[config.mk]
export PLATFORM = sky130hd
export DESIGN_NAME = seven_seg_decoder
export DESIGN_NICKNAME = d
export VERILOG_FILES = /design/src/rtl/seven_seg_decoder.sv
export SDC_FILE = /design/constraint.sdc
export NUM_CORES = 1
export LEC_CHECK = 0
export ABC_AREA = 1
export BUFFER_PORTS_ARGS = -buffer_cell sky130_fd_sc_hd__buf_4
export CORE_UTILIZATION = 30
export CTS_BUF_LIST = sky130_fd_sc_hd__clkbuf_4 sky130_fd_sc_hd__clkbuf_8 sky130_fd_sc_hd__clkbuf_16
export DETAILED_ROUTE_END_ITERATION = 6
export PLACE_DENSITY = 0.62
export SETUP_SLACK_MARGIN = 0.1
export SLEW_MARGIN = 10
export SYNTH_ARGS = -nofsm -noshare
export SYNTH_HDL_FRONTEND = slang
export SYNTH_SLANG_ARGS = --single-unit
[constraint.sdc]
create_clock -name clk -period 1.1 [get_ports clk]
set_clock_uncertainty 0.2 [all_clocks]
set_input_delay 0.165 -clock clk [delete_from_list [all_inputs] [get_ports clk]]
set_output_delay 0.165 -clock clk [all_outputs]
set_load 0.1 [all_outputs]
[src/rtl/seven_seg_decoder.sv]
// -----------------------------------------------------------------------------
// seven_seg_decoder
//   Registered hex-to-seven-segment decoder for the pong score display.
//   A 4-bit hex digit is decoded into the seven segment drive lines a..g and
//   captured in a register, so the pins change only on a clock edge and never
//   glitch while the digit-mux logic upstream settles.
//
// Parameters
//   ACTIVE_LOW  1: segment lit when its line is 0 (common-anode board)
//               0: segment lit when its line is 1
//
// Ports
//   clk        system clock, rising-edge active
//   rst        synchronous reset, active-low; blanks the display
//   Din[3:0]   hex digit to display (0..F)
//   a..g       segment lines (a top, b upper right, c lower right, d bottom,
//              e lower left, f upper left, g middle)
//
// Latency: Din sampled on edge N is visible on a..g right after edge N.
// -----------------------------------------------------------------------------
module seven_seg_decoder #(
  parameter bit ACTIVE_LOW = 1'b1
) (
  input  logic       clk,
  input  logic       rst,
  input  logic [3:0] Din,
  output logic       a,
  output logic       b,
  output logic       c,
  output logic       d,
  output logic       e,
  output logic       f,
  output logic       g
);

  // Segment vectors are ordered {a,b,c,d,e,f,g}, MSB = a.
  localparam logic [6:0] SEG_BLANK = ACTIVE_LOW ? 7'b111_1111 : 7'b000_0000;

  // Glyph table in lit-high form. An unknown digit falls to all-off so a
  // floating input shows up as a dark digit rather than a bogus glyph.
  function automatic logic [6:0] lit_pattern(input logic [3:0] digit);
    logic [6:0] lit;
    case (digit)
      4'h0:    lit = 7'b111_1110;
      4'h1:    lit = 7'b011_0000;
      4'h2:    lit = 7'b110_1101;
      4'h3:    lit = 7'b111_1001;
      4'h4:    lit = 7'b011_0011;
      4'h5:    lit = 7'b101_1011;
      4'h6:    lit = 7'b101_1111;
      4'h7:    lit = 7'b111_0000;
      4'h8:    lit = 7'b111_1111;
      4'h9:    lit = 7'b111_1011;
      4'hA:    lit = 7'b111_0111;
      4'hB:    lit = 7'b001_1111;
      4'hC:    lit = 7'b100_1110;
      4'hD:    lit = 7'b011_1101;
      4'hE:    lit = 7'b100_1111;
      4'hF:    lit = 7'b100_0111;
      default: lit = 7'b000_0000;
    endcase
    return lit;
  endfunction

  // Map lit-high form onto the board's pin polarity.
  function automatic logic [6:0] pin_polarity(input logic [6:0] lit);
    return ACTIVE_LOW ? ~lit : lit;
  endfunction

  logic [6:0] seg_d;
  logic [6:0] seg_q;

  // ---- decode (combinational, feeds the output register) ----
  always_comb begin
    seg_d = pin_polarity(lit_pattern(Din));
  end

  // ---- output register: pins driven only from here ----
  // Reset blanks the display; the first edge after release loads a glyph
  // directly, with no extra blank cycle.
  always_ff @(posedge clk) begin
    if (!rst) begin
      seg_q <= SEG_BLANK;
    end else begin
      seg_q <= seg_d;
    end
  end

  assign a = seg_q[6];
  assign b = seg_q[5];
  assign c = seg_q[4];
  assign d = seg_q[3];
  assign e = seg_q[2];
  assign f = seg_q[1];
  assign g = seg_q[0];

endmodule

==> results of run 1 <==
==> metal layers <==
metal,routed length [um],up-vias,GRT usage
met5,0,-,0
met4,0,0,0.07500
met3,24,0,0.01630
met2,396,10,0.2148
met1,358,171,0.1359
li1,-,210,-
==> cell usage after synthesis, drive strengths merged <==
master  instances  area (um2)
clkbuf          1       13.76
dfxtp           7       140.1
nand2          19       88.84
inv             7       33.78
nand3          13       65.06
nor2            1       3.750
o211ai          2       20.02
ha              6       75.07
buf             1       11.26
==> final cells by class <==
cell class	instances	share of cell area
Multi-Input combinational cell	41	0.3933
Timing Repair Buffer	12	0.2635
Sequential cell	7	0.2208
Inverter	7	0.05009
Clock buffer	4	0.04453
Tap cell	15	0.02783
==> power by group <==
group          leakage (nW)  total, mW  switching (mW)  internal, mW
Clock                0.0184      0.246          0.0835         0.162
Combinational         0.263      0.353           0.227         0.126
Sequential           0.0578      0.297          0.0165         0.280
==> stage by stage <==
stage | worst slack, ns | util | power (mW)
2_1_floorplan | 0.1054 | - | 0.5328
3_3_place_gp | -0.08576 | 0.4124 | 0.5894
3_5_place_dp | -0.1085 | 0.4124 | 0.5917
4_1_cts | -0.02986 | 0.4995 | 0.9052
5_1_grt | -0.05988 | 0.4995 | 0.9518
6_report | -0.02297 | 0.4995 | 0.8953
==> placed cells by master (no fill, tap or decap), drive strengths merged <==
cell    instances
o211ai          2
inv             7
buf            12
clkbuf          4
dfxtp           7
ha              6
nor2            1
nand3          13
nand2          19
==> final timing paths <==
kind	startpoint	end	slack, ns	depth (start not counted)
worst max-delay path	seg_q[0]	g	-0.02	1
worst min-delay path	rst	seg_q[2]	-0.05	2
==> what timing repair did <==
item,4_1_cts,5_1_grt
setup buffers,0,0
hold endpoints to repair,7,7
endpoints found under the setup margin,7,7
cloned,0,0
gates resized for setup,21,0
==> logic make-up (layout without fill, tap and decap cells) <==
logic type,count (synthesis),count (layout),share of synthesized area
simple gates,33,33,0.3490
fa+ha+maj,6,6,0.1662
buf+inv,9,23,0.1302
compound gates,2,2,0.04432
flops,7,7,0.3102
==> run summary, run 1 <==
The number of fill cells is 138. Setup repair after global routing could not meet its margin everywhere. The final setup slack of the worst path is -0.02297 ns.

The worst path required time is 0.73 ns. The setup total negative slack is -0.09047 ns. The y dimension of the die came out at 40.80 um. In this design, the largest share of critical-path delay is due to flip-flops. The number of unique standard cell types used by synthesis is 14. The starting DRC count in detailed routing came out at 9. The power density over the cells came out at 1328 nW/um2. Counting tap cells, the placed design contains a total of 82 instances. The number of synthesized register bits came out at 7. The total buffers and inverters traversed by the critical path is 1. The maximum fanout encountered on the critical timing path came out at 1. The startpoint kind of the worst setup timing path is a flop. The finished cells cover 674.4 um2.

The initial utilization of the core area, before any placement, comes to 0.3346. The diode insertion count for antenna repair came out at 0. The largest registers in the layout are seg_q: 7 flops.

The via total after detailed routing came out at 391. The number of maximum-capacitance violations is 0. Traced cell by cell, the critical path runs through buf_12.

The portion of the clock cycle consumed by the worst path in the final layout is 1.021. The final critical-path required period is 1.123 ns. The DRC violation count after routing came out at 0. The flip-flop count of the largest register after layout came out at 7.

The flow ran to the end, but the final reports show violations. The net count after synthesis is 69. The die is 40.80 um wide.

The sequential cell area in the final layout came out at 148.9 um2. The remaining global-route overflow came out at 0. After floorplanning, the core was sized to cover 1350 um2. The largest register by flop count is seg_q. The tree is rooted in a clkbuf_4. The number of pins with negative max-slew slack in the final report came out at 0.

The wire length per cell came out at 9.058 um. For the pin with the worst max-slew slack, the measured transition is 0.1639 ns. Clock tree synthesis inserted a total of 3 buffers. The number of ports placed on the die boundary is 13. The maximum count of clock buffers along a single path is 2. Detailed placement finished with a half-perimeter wire length of 645.4 um. The first global-routing pass estimated 1324 um of wire. The cell area that synthesis handed to floorplanning was 451.7 um2. The final reports fail on hold timing, setup timing. The number of antenna violations at the first check in global routing was 0. The maximum cell stage delay along the critical path is 0.34 ns. The number of nets in the final layout is 84. The average instance in the mapped netlist occupies 7.924 um2. Timing would allow up to 890.5 MHz.

The die footprint came out at 1665 um2. At the end of routability-driven placement, the weighted congestion stood at 0.8055. In this run the core area contains 13 standard-cell rows. Port buffering added 12 buffers. The sink count of the clock tree is 7. Dividing the detail-routed via count by the number of cells gives 4.547. The count of final hold-check violations was 7. The final hold slack is -0.05084 ns. The total area of multi-input combinational cells came out at 265.3 um2. The post-detailed-route count of antenna-violating nets came out at 0. In the final layout, the share of cells above drive strength 1 is 0.4507. The layout overhead on the synthesized area is 49.31%. The post-synthesis instance total is 57. The worst slew slack as a fraction of its limit is 0.8907. The path class of the tightest hold or removal check is primary input to flop. The worst vdd rail ir drop is 0.0003358 V. The endpoint class of the critical path is an output pin. The count of endpoints failing setup in the final report came out at 7. The H-tree depth is 1. Entering global routing, the biggest net connects 11 pins.

The finished layout holds 86 standard cells, fillers aside. The analysis attributes to cell leakage a power of 0.3388 nW. The clock slew at the register clock pins of the worst setup and hold paths is 0.05 ns. During synthesis, Yosys emitted a total of 0 warnings. The routed design has 779 um of wire. The data arrival at the endpoint of the critical path is 0.76 ns. The placed standard-cell area came out at 556.8 um2. For this design, the slowest cell found on the critical path is dfxtp_2. The type of the worst setup path is flop to output pin. The sequential element share of the synthesized area came out at 0.3102. The first detailed-routing pass ran for 4 iterations. For this run, the total global-route usage over all layers was measured as 0.1221. The number of global-route vias before repair came out at 333. TritonCTS built the clock tree.
Power figures use the tool's default switching activity.
==> run 2, diff against run 1 <==
--- a/config.mk
+++ b/config.mk
@@ -7,9 +7,11 @@
 export LEC_CHECK = 0
 export ABC_AREA = 1
 export BUFFER_PORTS_ARGS = -buffer_cell sky130_fd_sc_hd__buf_4
+export CAP_MARGIN = 20
 export CORE_UTILIZATION = 30
 export CTS_BUF_LIST = sky130_fd_sc_hd__clkbuf_4 sky130_fd_sc_hd__clkbuf_8 sky130_fd_sc_hd__clkbuf_16
 export DETAILED_ROUTE_END_ITERATION = 6
+export GPL_TIMING_DRIVEN = 0
 export PLACE_DENSITY = 0.62
 export SETUP_SLACK_MARGIN = 0.1
 export SLEW_MARGIN = 10
==> run 2 against run 1 <==
The flow still finishes with violations (hold timing, setup timing). Global-route usage is 0.66 points higher. Combinational power up 1%. Design area up 2.2%. Non-clock buffer count unchanged. Cell count did not move. Fmax rose by 0.26%. Largest power group unchanged. Highest routed layer is now met4.
==> run summary, run 2 (synthesis results as in run 1) <==
The run finished, with violations left. The final reports fail on hold timing, setup timing. The portion of the clock cycle consumed by the worst path in the final layout came out at 1.018.

The wire-length estimate of the detail-placed layout is 619.6 um. The layout overhead on the synthesized area is 52.63%. The DRC violation count after routing came out at 0. In this run, CTS created clock tree buffers numbering 3.

The remaining global-route overflow is 0. The floorplan step defined a die boundary enclosing 1665 um2. At the pin with the least slew margin, the transition time is 0.1510 ns. After the first detailed-routing iteration, the DRC count stood at 9. The number of maximum-capacitance violations is 0. The sink count of the clock tree came out at 7.

The all-layer global routing usage is 0.1286. The fraction of met1 tracks used by global routing came out at 0.1355. The via-per-instance ratio came out at 4.663.

The count of buffers added by post-CTS timing repair for setup is 0. The min-delay analysis places its worst path in the category primary input to flop. The site row count is 13. The post-route cell area came out at 689.4 um2. The final hold slack is -0.04866 ns. The final critical-path required period is 1.120 ns.

The post-layout instance count excluding filler cells is 86. Routability-driven placement finished with a final weighted congestion of 0.8225. The clock slew at the register clock pins of the worst setup and hold paths came out at 0.05 ns. The kind of cell adding the most delay to the critical path is flip-flops. In this run the deepest clock path goes through 2 buffers. The number of I/O port buffers is 10. The library cell used most frequently in the layout, excluding fill and tap cells, is nand2_1.

At the worst endpoint, the required time is 0.73 ns. The type of the worst setup path is flop to output pin. Entering global routing, the biggest net connects 11 pins.

The maximum clock rate came out at 892.8 MHz. The largest registers in the layout are seg_q: 7 flops. The number of global-route vias before repair is 355.

The flip-flop count of the largest register after layout is 7. The starting density of the core is 0.3346. The worst vdd rail ir drop came out at 0.0004259 V. The tree is rooted in a clkbuf_4. The count of endpoints failing setup in the final report is 7. STA classifies the critical path endpoint as an output pin. The final layout contains 84 nets. The fraction of final layout cells with drive strength greater than 1 is 0.4648. The power density over the cells is 1309 nW/um2. Setup repair after global routing could not meet its margin everywhere.

The post-detailed-route count of antenna-violating nets came out at 0. The number of antenna violations at the first check in global routing was 0. The data arrival at the endpoint of the critical path came out at 0.76 ns. On the critical path, the stage with the largest delay is an instance of dfxtp_2. The first-pass GRT wire length came out at 1366 um. The final setup slack of the worst path is -0.02009 ns.

The count of final hold-check violations is 7. For this run, the slowest stage of the critical path takes 0.34 ns. The y dimension of the die is 40.80 um.

The signal on the critical path passes through buf_12. The met3 capacity usage during global routing came out at 0.01630. The register with the most flip-flops in the final layout is seg_q. 13 I/O pins were placed. In the final routed layout, each cell accounts on average for 9.000 um. For this run, global-route usage on met2 was measured as 0.2148. The layer flagged by global routing as most heavily used is met2. In this run the standard cell core region covers 1350 um2. Counting both buffers and inverters, the worst setup path holds a total of 1.

The first-pass iteration count of the detailed router is 4. The H-tree depth is 1. In this run the cell area measured after placement is 566.8 um2.

The cell total after placement came out at 82. The clock tree from TritonCTS is yes. The worst slew slack as a fraction of its limit came out at 0.8989.

The maximum fanout encountered on the critical timing path came out at 1. In the layout the commonest cells are 16 x nand2_1, 13 x nand3_1, 7 x buf_12, 7 x dfxtp_2. The post-route total power came out at 0.9022 mW. The aggregate routed wire length is 774 um. The final route contains 401 vias. The number of pins with negative max-slew slack in the final report came to 0. The diode insertion count for antenna repair came out at 0. Measured along the x axis, the die boundary spans 40.80 um. The leakage dissipation is 0.3410 nW. The startpoint kind of the worst setup timing path is a flop.
run 2: path summary, 6_finish.rpt:
path	endpoint	startpoint	cells after the start
max	f	seg_q[1]	1
min	seg_q[2]	rst	2
run 2: cell type report:
class / instances / area, um2
inverter: 7 / 36.28
multi-input combinational: 41 / 267.8
clock buffer: 4 / 30.03
buffer: 2 / 25.02
fill: 127 / 660.6
tap: 15 / 18.77
timing repair buffer: 10 / 162.7
sequential: 7 / 148.9
run 2: timing repair:
item,CTS,global route
endpoints found under the hold margin,7,7
setup endpoints to repair,7,8
resized for setup,21,2
run 2: metal layers:
metal	share of wire	routed length [um]
met2	0.51	393
met4	0.022	17
met5	0	0
met3	0.057	44
met1	0.41	319
run 2: power by group:
part	internal (mW)	leakage (nW)	switching, mW
registers	0.280	0.0578	0.0165
logic	0.130	0.265	0.228
clock network	0.162	0.0184	0.0852
run 2: metrics by stage:
stage | utilization | setup TNS [ns] | setup slack [ns]
final | 0.5107 | -0.1047 | -0.02009
after global routing | 0.5107 | -0.3303 | -0.05517
after CTS | 0.5070 | -0.1678 | -0.02980
after detailed placement | 0.4198 | -0.3585 | -0.1195
after global placement | 0.4198 | -0.2803 | -0.09200
after floorplan | - | 0 | 0.1054
